**src/rtl/rx_port_arbiter_pkg.sv**
```systemverilog
// Shared types and word-format constants for the receive-port arbiter and its
// round-robin picker.
package rx_port_arbiter_pkg;

   typedef enum logic [1:0] {
      ARB   = 2'b00,
      XFER  = 2'b01,
      CLOSE = 2'b10
   } arb_state_t;

   localparam int         FLAG_BIT   = 8;
   localparam int         DATA_MSB   = 7;
   localparam logic [8:0] CLOSE_WORD = 9'h000;

   // A cleared flag bit marks the end-of-frame terminator; its payload is ignored.
   function automatic logic is_terminator(input logic [8:0] word);
      return ~word[FLAG_BIT];
   endfunction

   function automatic logic [8:0] data_word(input logic [DATA_MSB:0] byte_val);
      return {1'b1, byte_val};
   endfunction

endpackage

```
**src/rtl/rx_port_arbiter_rr_pick.sv**
```systemverilog
// Combinational round-robin picker: the first requester after 'last' (wrapping)
// wins. Shared with the tx-side scheduler.
module rr_pick #(
   parameter int N = 4,
   parameter int W = 2
) (
   input  logic [N-1:0] req,
   input  logic [W-1:0] last,
   output logic [N-1:0] gnt_oh,
   output logic [W-1:0] gnt_idx,
   output logic         gnt_valid
);

   logic [W-1:0] cand_s;

   // Scan from the farthest offset to the nearest so the nearest requester overwrites.
   always_comb begin
      cand_s    = W'(0);
      gnt_idx   = W'(0);
      gnt_valid = 1'b0;
      for (int i = N; i >= 1; i--) begin
         cand_s    = W'((int'(last) + i) % N);
         gnt_idx   = req[cand_s] ? cand_s : gnt_idx;
         gnt_valid = req[cand_s] | gnt_valid;
      end
   end

   assign gnt_oh = gnt_valid ? (N'(1) << gnt_idx) : N'(0);

endmodule

```
**src/rtl/rx_port_arbiter.sv**
```systemverilog
// Frame-granular round-robin drain of NPORTS receive FIFOs into one stream.
// Build option RX_PORT_ARBITER_PRIO_EN gives port 0 strict priority in arbitration.
module rx_port_arbiter
   import rx_port_arbiter_pkg::*;
#(
   parameter int NPORTS      = 4,
   parameter int PW          = 2,
   parameter int GAP_TIMEOUT = 64
) (
   input  logic                  sys_clk,
   input  logic                  sys_rst,
   input  logic [NPORTS-1:0]     rx_empty,
   input  logic [9*NPORTS-1:0]   rx_data,
   output logic [NPORTS-1:0]     rx_rd_en,
   output logic [8:0]            out_data,
   output logic                  out_valid,
   input  logic                  out_ready,
   output logic                  out_sof,
   output logic                  out_eof,
   output logic                  out_err,
   output logic [PW-1:0]         out_port
);

   localparam logic [15:0] GAP_LAST = 16'(GAP_TIMEOUT - 1);

   arb_state_t        state_r, state_nxt_s;
   logic [PW-1:0]     grant_r, last_grant_r;
   logic [NPORTS-1:0] grant_oh_r;
   logic              first_r;
   logic [15:0]       gap_cnt_r;
   logic [8:0]        out_data_r;
   logic              out_valid_r, out_sof_r, out_eof_r, out_err_r;
   logic [PW-1:0]     out_port_r;

   logic [8:0]        rx_word_s [NPORTS];
   logic [NPORTS-1:0] rr_req_s, rr_oh_s, pick_oh_s, rd_en_s;
   logic [PW-1:0]     rr_idx_s, pick_idx_s;
   logic              rr_valid_s, pick_valid_s, pick_upd_s;
   logic              load_ok_s, cur_empty_s, load_s, load_eof_s, load_err_s;
   logic [8:0]        cur_word_s, load_word_s;

   for (genvar i = 0; i < NPORTS; i++) begin : g_word
      assign rx_word_s[i] = rx_data[9*i +: 9];
   end

   assign cur_word_s  = rx_word_s[grant_r];
   assign cur_empty_s = rx_empty[grant_r];
   assign load_ok_s   = ~out_valid_r | out_ready;

`ifdef RX_PORT_ARBITER_PRIO_EN
   // Port 0 pre-empts the rotation and does not move the round-robin pointer.
   assign rr_req_s     = ~rx_empty & ~NPORTS'(1);
   assign pick_valid_s = ~rx_empty[0] | rr_valid_s;
   assign pick_idx_s   = ~rx_empty[0] ? PW'(0) : rr_idx_s;
   assign pick_oh_s    = ~rx_empty[0] ? NPORTS'(1) : rr_oh_s;
   assign pick_upd_s   = rx_empty[0];
`else
   assign rr_req_s     = ~rx_empty;
   assign pick_valid_s = rr_valid_s;
   assign pick_idx_s   = rr_idx_s;
   assign pick_oh_s    = rr_oh_s;
   assign pick_upd_s   = 1'b1;
`endif

   rr_pick #(.N(NPORTS), .W(PW)) u_rr_pick (
      .req       (rr_req_s),
      .last      (last_grant_r),
      .gnt_oh    (rr_oh_s),
      .gnt_idx   (rr_idx_s),
      .gnt_valid (rr_valid_s)
   );

   // State register.
   always_ff @(posedge sys_clk or posedge sys_rst) begin
      if (sys_rst) state_r <= ARB;
      else         state_r <= state_nxt_s;
   end

   // Next-state logic; data arriving on the timeout cycle beats the close.
   always_comb begin
      state_nxt_s = state_r;
      case (state_r)
         ARB: begin
            if (pick_valid_s) state_nxt_s = XFER;
            else              state_nxt_s = ARB;
         end
         XFER: begin
            if (!cur_empty_s) begin
               if (load_ok_s && is_terminator(cur_word_s)) state_nxt_s = ARB;
               else                                       state_nxt_s = XFER;
            end else if (gap_cnt_r == GAP_LAST) begin
               state_nxt_s = CLOSE;
            end else begin
               state_nxt_s = XFER;
            end
         end
         CLOSE: begin
            if (load_ok_s) state_nxt_s = ARB;
            else           state_nxt_s = CLOSE;
         end
         default: state_nxt_s = ARB;
      endcase
   end

   // Pop strobe and output-register load selection.
   always_comb begin
      rd_en_s     = NPORTS'(0);
      load_s      = 1'b0;
      load_word_s = CLOSE_WORD;
      load_eof_s  = 1'b0;
      load_err_s  = 1'b0;
      case (state_r)
         XFER: begin
            if (!cur_empty_s && load_ok_s) begin
               rd_en_s     = grant_oh_r;
               load_s      = 1'b1;
               load_word_s = cur_word_s;
               load_eof_s  = is_terminator(cur_word_s);
            end else begin
               load_s      = 1'b0;
            end
         end
         CLOSE: begin
            if (load_ok_s) begin
               load_s     = 1'b1;
               load_eof_s = 1'b1;
               load_err_s = 1'b1;
            end else begin
               load_s     = 1'b0;
            end
         end
         default: load_s = 1'b0;
      endcase
   end

   // Grant, rotation pointer, first-beat flag and mid-frame gap counter.
   always_ff @(posedge sys_clk or posedge sys_rst) begin
      if (sys_rst) begin
         grant_r      <= PW'(0);
         grant_oh_r   <= NPORTS'(0);
         last_grant_r <= PW'(NPORTS - 1);
         first_r      <= 1'b0;
         gap_cnt_r    <= 16'd0;
      end else begin
         case (state_r)
            ARB: begin
               if (pick_valid_s) begin
                  grant_r    <= pick_idx_s;
                  grant_oh_r <= pick_oh_s;
                  first_r    <= 1'b1;
                  gap_cnt_r  <= 16'd0;
                  if (pick_upd_s) last_grant_r <= pick_idx_s;
               end
            end
            XFER: begin
               if (load_s) begin
                  first_r   <= 1'b0;
                  gap_cnt_r <= 16'd0;
               end else if (cur_empty_s) begin
                  gap_cnt_r <= gap_cnt_r + 16'd1;
               end
            end
            CLOSE: begin
               gap_cnt_r <= 16'd0;
               if (load_s) first_r <= 1'b0;
            end
            default: gap_cnt_r <= 16'd0;
         endcase
      end
   end

   // Single-entry output register.
   always_ff @(posedge sys_clk or posedge sys_rst) begin
      if (sys_rst) begin
         out_data_r  <= 9'h000;
         out_valid_r <= 1'b0;
         out_sof_r   <= 1'b0;
         out_eof_r   <= 1'b0;
         out_err_r   <= 1'b0;
         out_port_r  <= PW'(0);
      end else if (load_s) begin
         out_data_r  <= load_word_s;
         out_valid_r <= 1'b1;
         out_sof_r   <= first_r;
         out_eof_r   <= load_eof_s;
         out_err_r   <= load_err_s;
         out_port_r  <= grant_r;
      end else if (out_valid_r && out_ready) begin
         out_valid_r <= 1'b0;
      end
   end

   assign rx_rd_en  = rd_en_s;
   assign out_data  = out_data_r;
   assign out_valid = out_valid_r;
   assign out_sof   = out_sof_r;
   assign out_eof   = out_eof_r;
   assign out_err   = out_err_r;
   assign out_port  = out_port_r;

endmodule

```
**config.mk**
```make
export PLATFORM = sky130hd
export DESIGN_NAME = rx_port_arbiter
export DESIGN_NICKNAME = d
export VERILOG_FILES = /design/src/rtl/rx_port_arbiter_pkg.sv /design/src/rtl/rx_port_arbiter_rr_pick.sv /design/src/rtl/rx_port_arbiter.sv
export SDC_FILE = /design/constraint.sdc
export NUM_CORES = 1
export LEC_CHECK = 0
export ABC_AREA = 0
export BUFFER_PORTS_ARGS = -buffer_cell sky130_fd_sc_hd__buf_4
export CAP_MARGIN = 20
export CORE_MARGIN = 5
export CORE_UTILIZATION = 40
export CTS_BUF_LIST = sky130_fd_sc_hd__clkbuf_2
export CTS_CLUSTER_DIAMETER = 60
export CTS_CLUSTER_SIZE = 20
export DETAILED_ROUTE_END_ITERATION = 7
export SLEW_MARGIN = 0
export SYNTH_ARGS = -nofsm -noshare
export SYNTH_HDL_FRONTEND = slang
export SYNTH_SLANG_ARGS = --single-unit
```
**constraint.sdc**
```tcl
create_clock -name sys_clk -period 3.6 [get_ports sys_clk]
set_input_delay 0.72 -clock sys_clk [delete_from_list [all_inputs] [get_ports sys_clk]]
set_output_delay 0.72 -clock sys_clk [all_outputs]
set_load 0.005 [all_outputs]
```
* Yosys cells after proc, flatten, opt, wreduce, memory -nomap -nowiden
Cells that the tools add are included.
** Storage, ports and cells
- Register bits :: 42
- Word-level logic and storage cells :: 91
- Output and inout bits :: 19
- Input bits :: 43
** Operators by class
- Mux-type cells :: 42
- Shift-type cells :: 1
- $lt $le $gt $ge :: 6
- Add/subtract/negate cells :: 5
- Reductions and logical operators :: 11
- Eq/ne operators :: 6
- Bitwise gates (word level) :: 8
** Operator list (count)
- $mux W16 :: 3
- $mux W9 :: 4
- $pmux W16 S2 :: 1
- $bmux W9 S2 :: 1
- $add A16 B1 Y16 const B :: 1
- $eq A16 B6 Y1 const B :: 1
- $lt A2 B3 Y1 const B :: 5
- $mux W1 :: 15
- $mux W2 :: 7
- $bmux W1 S2 :: 5
- $mux W4 :: 2
- $pmux W1 S2 :: 3
- $pmux W2 S3 :: 1
- $add A2 B1 Y2 const B :: 2
- $add A2 B2 Y2 const B :: 2
- $not A4 Y4 :: 1
- $or A1 B1 Y1 :: 4
- $reduce_and A2 Y1 :: 2
- $reduce_bool A2 Y1 :: 2
- $shl A1 B2 Y4 const A :: 1
- $ge A3 B3 Y1 const B :: 1
- $logic_and A1 B1 Y1 :: 3
- $ne A3 B3 Y1 const B :: 1
- $not A2 Y3 :: 1
- 9 further kinds :: 10

* Depth between registers and ports, before layout
Gate-level depths: netlist of run 1.
- Depth after elaboration :: 9
- Gate-level depth with buffers :: 8

* Modules after synthesis
Synthesis of run 1 repeated with hierarchy kept, for this count alone.
** Unflattened totals
- Cells, all modules :: 249
- Area total of the unflattened synthesis :: 2626.3 um^2
** By module, submodules not included
- rx_port_arbiter :: area each 2382.3 um^2, cells an instance 215, instances 1, sequential area each 1053.5 um^2
- rr_pick :: area each 244.0 um^2, cells an instance 34, instances 1, sequential area each 0.0 um^2

* Worst setup path after synthesis of run 1
OpenSTA, ideal clock, no wires.
- Path type :: input to output
- Start :: input port rx_empty[3]
- End :: output port rx_rd_en[0]
- Slack :: 1.459 ns
- Buffers on the path :: 0
- Data arrival time :: 1.421 ns
- Cell stages on the path :: 5
- Required time :: 2.880 ns
- Cell sequence :: mux2i_1 mux2_4 nand2_1 nor2_1 and2_1
** On the way
- Longest elaborated chain between the ends :: 6
** RTL lines
- start, declared :: RTL line rx_port_arbiter.sv:12 : input logic [NPORTS-1:0] rx_empty,
- $bmux W1 S2 :: RTL line rx_port_arbiter.sv:47 : assign cur_empty_s = rx_empty[grant_r];
- $mux W1 (implied by the code) :: RTL line rx_port_arbiter.sv:47
- $logic_not A1 Y1 :: RTL line rx_port_arbiter.sv:114 : if (!cur_empty_s && load_ok_s) begin
- $logic_and A1 B1 Y1 :: RTL line rx_port_arbiter.sv:114
- $mux W4 :: RTL line rx_port_arbiter.sv:114
- $mux W4 :: RTL line rx_port_arbiter.sv:112 : case (state_r)
- end, declared :: RTL line rx_port_arbiter.sv:14 : output logic [NPORTS-1:0] rx_rd_en,
Every way passes these cells. The select of a mux whose other input is x is not followed.

* Worst setup path after layout of run 1
- Start :: register grant_r[0]
- End :: output port rx_rd_en[2]
** On the way
- Longest elaborated chain between the ends :: 6
** RTL lines
- start, declared :: RTL line rx_port_arbiter.sv:27 : logic [PW-1:0] grant_r, last_grant_r;
- start signal, assigned :: RTL line rx_port_arbiter.sv:148 : grant_r <= pick_idx_s;
- $bmux W1 S2 :: RTL line rx_port_arbiter.sv:47
- $mux W1 (implied by the code) :: RTL line rx_port_arbiter.sv:47
- $logic_not A1 Y1 :: RTL line rx_port_arbiter.sv:114
- $logic_and A1 B1 Y1 :: RTL line rx_port_arbiter.sv:114
- $mux W4 :: RTL line rx_port_arbiter.sv:114
- $mux W4 :: RTL line rx_port_arbiter.sv:112
Every way passes these cells. The select of a mux whose other input is x is not followed.

==> key figures, run 1 <==
Clock network
  – CTS H-tree lvls: 2
  – Post-CTS Repair Setup Buffers: 0
  – Clock Latency Late Sink: 0.40 ns
  – CTS tree: yes
  – Post-cts resize count: 0
  – Root Driver: clkbuf_2
  – Clock Path Buffers: 2
  – Total clock buffers created by CTS: 5
  – CTS Sinks: 42
  – Clk pin slew, worst setup/hold paths: 0.22 ns
  – CTS Hold Buffers Added: 0

STA
  – Setup Skew: 0.0174 ns
  – Unrepaired setup endpoints after global routing: no
  – Final setup fails: 0
  – Hold Fails Final Rpt: 0
  – Final Slew Violations: 0
  – Minimum clock period: 3.12 ns
  – Fmax: 0.321 GHz
  – Final worst slack: 0.483 ns
  – Worst slew margin: 0.346
  – Period utilisation layout: 0.866
  – Setup Total Neg Slack: 0 ns
  – Slew @ Worst Pin: 0.976 ns

Min path
  – Worst min-delay path category: in2async

Routing
  – Vias: 1,933
  – DRC Markers: 0
  – Drt first pass iters: 4
  – Post-DRT Antenna Nets: 0
  – DRT Wirelength: 5550 um
  – 1st-iter DRT viols: 82
  – Vias per cell: 5.49
  – Routed WL per cell: 15.8 um

Status
  – Status: complete, no violations

Pwr
  – Pwr dens: 679 nW/um^2
  – Total power: 1.97 mW
  – Worst ir drop on vdd: 0.438 mV
  – Leakage: 1.30 nW

Place
  – Placed Instance Area: 2810 um^2
  – Port Buffer Count: 61
  – Pre-CTS setup slack: 0.923 ns
  – Final Wtd Congestion: 0.774
  – DP HPWL: 4110 um

Final layout
  – Commonest non-fill, non-tap cell in the layout: buf_4
  – Diodes inserted: 0
  – Final Core Density: 0.524
  – Nets: 327
  – Post-Layout Inst Area: 2900 um^2
  – Share of layout cells above drive strength 1: 0.325
  – Area Overhead vs Synth: 26.4%
  – Most frequent cells in the layout: buf_4, dfrtp_1, nand2_1, inv_1, o21ai_0

Logic synthesis
  – Yosys top cell area share: 0.436
  – Mapped Area: 2300 um^2
  – Post-synthesis cell count: 219
  – Sequential share of the synthesized area: 0.459
  – Synth warn: 0
  – Net count after synthesis: 267
  – Async set-reset flop share out of synthesis: 1.00
  – Top_reg_cell synth: dfrtp_1
  – Mean area per synthesized cell: 10.5 um^2
  – Post-synth EDFFs: 0
  – Yosys reg bits: 42
  – Post-synth top area cell: dfrtp_1
  – Synth area leaders: dfrtp_1, mux4_2, a22o_1
  – Distinct cells, synth: 44

Setup path
  – Critical path's top delay family: flip-flops
  – CP max stage cell: dfrtp_1
  – Critical-path cell list: mux2i_1 > mux2_4 > nand2_1 > nor2_1 > and2_1 > buf_4
  – WS Path Type: reg2out
  – Critical Path RT: 2.88 ns
  – R2R setup slack: 0.95 ns
  – Launching point of the worst reg2reg path: grant_r[0]
  – Worst-case reg-to-reg path depth: 5
  – Worst setup SP type: flop
  – Reg-to-Reg End: gap_cnt_r[9]
  – Slowest Stage Delay on Critical Path: 0.87 ns
  – Crit. End Element: primary output
  – Crit path max fanout: 13
  – Arr. time, crit path: 2.40 ns
  – Worst Path Buf+Inv: 1

Floorplanning
  – Die height: 85.8 um
  – Die area: 7350 um^2
  – Initial core utilization: 0.414
  – Core area: 5540 um^2
  – Boundary pin count: 62
  – # rows: 27
  – Die Span X: 85.8 um

GRT
  – Vias in the first global route: 1,998
  – Gr ovfl total: 0
  – Initial antenna violation count: 0
  – Global-route wire length before repair: 9400 um
  – Global Route Usage Sum: 0.160
  – Largest net degree at the start of global routing: 43

Flow run
  – Max cap viols: 0
==> worst min-delay path, stage by stage <==
cell and delay (ns):
buf_4 0.11, clkinv_1 0.03, buf_4 0.44
==> synthesized netlist by cell type, types with 2 or more instances <==
library cell	number
a21o_1	3
a21oi_1	9
a22o_1	12
a32o_1	2
and2_1	4
clkbuf_1	6
dfrtp_1	40
dfstp_2	2
ha_1	5
inv_1	17
mux2_2	5
mux2i_1	4
mux4_2	9
nand2_1	22
nand3_1	8
nand4_1	5
nor2_1	7
nor2b_1	3
nor3_1	3
nor4_1	7
o21ai_0	14
o22ai_1	3
o311ai_0	3
or3_1	6
==> per-stage QoR <==
| stage | instances | hold WS [ns] |
|---|---|---|
| detailed placement | 344 | 0.487 |
| CTS | 352 | 0.406 |
| global route | 352 | 0.423 |
| floorplan | 219 | 0.458 |
| finish | 352 | 0.414 |
| global placement | 344 | 0.485 |
==> flip-flops by register name, summed over array words and instances (netlist names) <==
name          flops
gap_cnt_r        16
last_grant_r      2
out_err           1
out_valid         1
first_r           1
out_data          9
state_r           2
out_eof           1
out_sof           1
grant_oh_r        4
out_port          2
grant_r           2
==> layout make-up <==
cell class | count | area [um^2]
Inverter | 17 | 63.8
Timing Repair Buffer | 62 | 465
Clock inverter | 3 | 68.8
Sequential cell | 42 | 1050
Multi-Input combinational cell | 151 | 1140
Fill cell | 531 | 2640
Clock buffer | 5 | 25.0
Tap cell | 72 | 90.1
==> power by group <==
group          internal [mW]  switching [mW]  leakage [nW]  total (mW)
Sequential             0.619           0.148         0.539       0.767
Combinational          0.470           0.387         0.704       0.857
Clock                  0.188           0.157        0.0532       0.345
Total                   1.28           0.693          1.30        1.97
==> worst max-delay path by stage <==
stage                start           to  slack, ns  cells past startpoint
2_1_floorplan  rx_empty[3]  rx_rd_en[0]       1.46                      5
3_3_place_gp    grant_r[0]  rx_rd_en[2]       0.97                      6
3_5_place_dp    grant_r[0]  rx_rd_en[3]       0.92                      6
4_1_cts         grant_r[0]  rx_rd_en[3]       0.41                      6
5_1_grt         grant_r[0]  rx_rd_en[3]       0.14                      6
6_report        grant_r[0]  rx_rd_en[2]       0.48                      6
==> cell families after synthesis <==
kind of cell | after synthesis | synth area share
compound gates | 54 | 0.163
xor+xnor | 2 | 0.00763
fa+ha+maj | 5 | 0.0272
buf+inv | 26 | 0.0463
flops | 42 | 0.459
mux | 19 | 0.137
simple gates | 71 | 0.160
==> per-layer routing <==
layer / vias to the layer above / part of all wire / GRT usage
li1: 936 / - / -
met1: 956 / 0.44 / 0.200
met2: 32 / 0.52 / 0.276
met3: 9 / 0.029 / 0.0317
met4: 0 / 0.017 / 0.0576
met5: - / 0 / 0
No activity file was read; power rests on OpenSTA's default activity.
==> run 2, diff against run 1 <==
--- a/config.mk
+++ b/config.mk
@@ -14,6 +14,7 @@
 export CTS_CLUSTER_DIAMETER = 60
 export CTS_CLUSTER_SIZE = 20
 export DETAILED_ROUTE_END_ITERATION = 7
+export SETUP_SLACK_MARGIN = 0.5
 export SLEW_MARGIN = 0
 export SYNTH_ARGS = -nofsm -noshare
 export SYNTH_HDL_FRONTEND = slang
==> constraint.sdc (replaced) <==
create_clock -name sys_clk -period 3.6 [get_ports sys_clk]
set_input_delay 0.36 -clock sys_clk [delete_from_list [all_inputs] [get_ports sys_clk]]
set_output_delay 0.36 -clock sys_clk [all_outputs]
set_load 0.005 [all_outputs]
==> run 2 against run 1 <==
Compared with the run above:
- count of clock-buffer cells in the layout up 1
- routed wire length grew 0.52%
- clock power shrank 41%
- critical endpoint unchanged
- cell area down 1.9%
==> key figures, run 2 (synthesized netlist as in run 1, its figures left out) <==
Place
  – Dpl cells: 344 (unchanged)
  – DP HPWL: 4070 um (was 4110 um)
  – Port Buffer Count: 61 (unchanged)
  – Final Wtd Congestion: 0.785 (was 0.774)
  – Placed Instance Area: 2810 um^2 (unchanged)

Final layout
  – Multi-input gate area: 1140 um^2 (unchanged)
  – Area Overhead vs Synth: 24.0% (was 26.4%)
  – Diodes inserted: 0 (unchanged)
  – FF/Latch Area: 1050 um^2 (unchanged)
  – Most flop-heavy register: gap_cnt_r (unchanged)
  – FILL cells: 526 (was 531)
  – Share of layout cells above drive strength 1: 0.321 (was 0.325)
  – Post-Layout Inst Area: 2850 um^2 (was 2900 um^2)
  – Most frequent cells in the layout: buf_4, dfrtp_1, nand2_1, inv_1, o21ai_0 (unchanged)
  – Cell Count, Final, Fillers Out: 352 (unchanged)
  – Nets: 327 (unchanged)
  – Commonest non-fill, non-tap cell in the layout: buf_4 (unchanged)
  – Number of flip-flops in the largest register: 16 (unchanged)

Setup path
  – Crit. End Element: primary output (unchanged)
  – Critical path's top delay family: flip-flops (unchanged)
  – R2R setup slack: 1.01 ns (was 0.95 ns)
  – Reg-to-Reg End: gap_cnt_r[7] (was gap_cnt_r[9])
  – Worst-case reg-to-reg path depth: 5 (unchanged)
  – Critical Path RT: 3.24 ns (was 2.88 ns)
  – Worst setup SP type: flop (unchanged)
  – Launching point of the worst reg2reg path: grant_r[0] (unchanged)
  – Worst Path Buf+Inv: 1 (unchanged)
  – Slowest Stage Delay on Critical Path: 0.84 ns (was 0.87 ns)
  – Setup crit start: grant_r[0] (unchanged)
  – WS Path Type: reg2out (unchanged)
  – Critical-path cell list: mux2i_1 > mux2_4 > nand2_1 > nor2_1 > and2_1 > buf_4 (unchanged)
  – Arr. time, crit path: 2.40 ns (about the same)
  – WP depth: 6 (unchanged)
  – CP max stage cell: dfrtp_1 (unchanged)
  – Critical Path End: rx_rd_en[2] (unchanged)
  – Crit path max fanout: 13 (unchanged)

Status
  – Status: complete, no violations (unchanged)

Clock network
  – CTS H-tree lvls: 2 (unchanged)
  – Clk pin slew, worst setup/hold paths: 0.21 ns (was 0.22 ns)
  – Post-cts resize count: 0 (unchanged)
  – Root Driver: clkbuf_2 (unchanged)
  – Clock Path Buffers: 2 (unchanged)
  – Total clock buffers created by CTS: 5 (unchanged)
  – Clock Latency Late Sink: 0.40 ns (about the same)
  – CTS Hold Buffers Added: 0 (unchanged)
  – CTS Sinks: 42 (unchanged)
  – CTS tree: yes (unchanged)
  – Post-CTS Repair Setup Buffers: 0 (unchanged)

STA
  – Setup Skew: 0.0100 ns (was 0.0174 ns)
  – Worst slew margin: 0.334 (was 0.346)
  – Minimum clock period: 2.76 ns (was 3.12 ns)
  – Period utilisation layout: 0.766 (was 0.866)
  – Fmax: 0.363 GHz (was 0.321 GHz)
  – Final Slew Violations: 0 (unchanged)
  – Unrepaired setup endpoints after global routing: no (unchanged)
  – Hold Fails Final Rpt: 0 (unchanged)
  – Final setup fails: 0 (unchanged)
  – Setup Total Neg Slack: 0 ns (unchanged)
  – Slew @ Worst Pin: 0.994 ns (was 0.976 ns)

GRT
  – Global-route wire length before repair: 9550 um (was 9400 um)
  – Largest net degree at the start of global routing: 43 (unchanged)
  – Gr ovfl total: 0 (unchanged)
  – Initial antenna violation count: 0 (unchanged)
  – Global Route Usage Sum: 0.161 (was 0.160)
  – Vias in the first global route: 1,981 (was 1,998)

Floorplanning
  – # rows: 27 (unchanged)
  – Die area: 7350 um^2 (unchanged)
  – Initial core utilization: 0.414 (unchanged)
  – Die height: 85.8 um (unchanged)
  – Boundary pin count: 62 (unchanged)
  – Core area: 5540 um^2 (unchanged)
  – Die Span X: 85.8 um (unchanged)

Flow run
  – Max cap viols: 0 (unchanged)

Routing
  – Routed WL per cell: 15.8 um (about the same)
  – Drt first pass iters: 6 (was 4)
  – DRC Markers: 0 (unchanged)
  – 1st-iter DRT viols: 98 (was 82)
  – DRT Wirelength: 5580 um (was 5550 um)
  – Vias: 1,898 (was 1,933)
  – Post-DRT Antenna Nets: 0 (unchanged)
  – Vias per cell: 5.39 (was 5.49)

Min path
  – Worst min-delay path category: in2async (unchanged)

Pwr
  – Worst ir drop on vdd: 0.401 mV (was 0.438 mV)
  – Pwr dens: 643 nW/um^2 (was 679 nW/um^2)
  – Total power: 1.83 mW (was 1.97 mW)
  – Leakage: 1.27 nW (was 1.30 nW)
run 2: cell types whose count changed in the layout (fill, tap and decap cells not counted), sizes merged:
cell	change
clkbuf	+1
clkinv	+1
bufinv	-2
run 2: cell type report:
class                   instances  share of cell area
clock inverters                 2             0.00308
well taps                      72              0.0316
flip-flops and latches         42               0.370
multi-input cells             151               0.399
repair buffers                 62               0.163
inverters                      17              0.0224
clock buffers                   6              0.0105
run 2: how the worst min path moves through the flow:
stage / to / slack, ns / cells after the start
global route: out_err / 0.08 / 3
detailed placement: grant_oh_r[2] / 0.48 / 1
CTS: gap_cnt_r[14] / 0.05 / 3
floorplan: grant_oh_r[0] / 0.46 / 1
finish: out_err / 0.06 / 3
global placement: grant_oh_r[2] / 0.47 / 1
run 2: per-stage QoR:
stage | util | hold WS, ns | setup WS [ns]
CTS | 0.514 | 0.0502 | 0.758
detailed placement | 0.507 | 0.479 | 1.02
global route | 0.514 | 0.0799 | 0.554
global placement | 0.507 | 0.469 | 1.14
finish | 0.514 | 0.0575 | 0.843
floorplan | - | 0.458 | 1.75
run 2: worst reg2reg max path, stage by stage (launching register included):
cell and delay (ns):
dfrtp_1 0.84, mux2i_1 0.19, mux2_4 0.33, nor3_2 0.82, a21oi_1 0.15, o21ai_0 0.19
run 2: report_power, final:
group / internal, mW / switching (mW) / total [mW]
registers: 0.619 / 0.145 / 0.764
logic: 0.470 / 0.394 / 0.864
clock network: 0.0478 / 0.156 / 0.203
run 2: metal layers:
layer	GRT usage	wire, um	up-vias
met3	0.0336	151	8
met1	0.215	2590	913
met2	0.261	2750	36
li1	-	-	941
met5	0	0	-
met4	0.0532	91	0
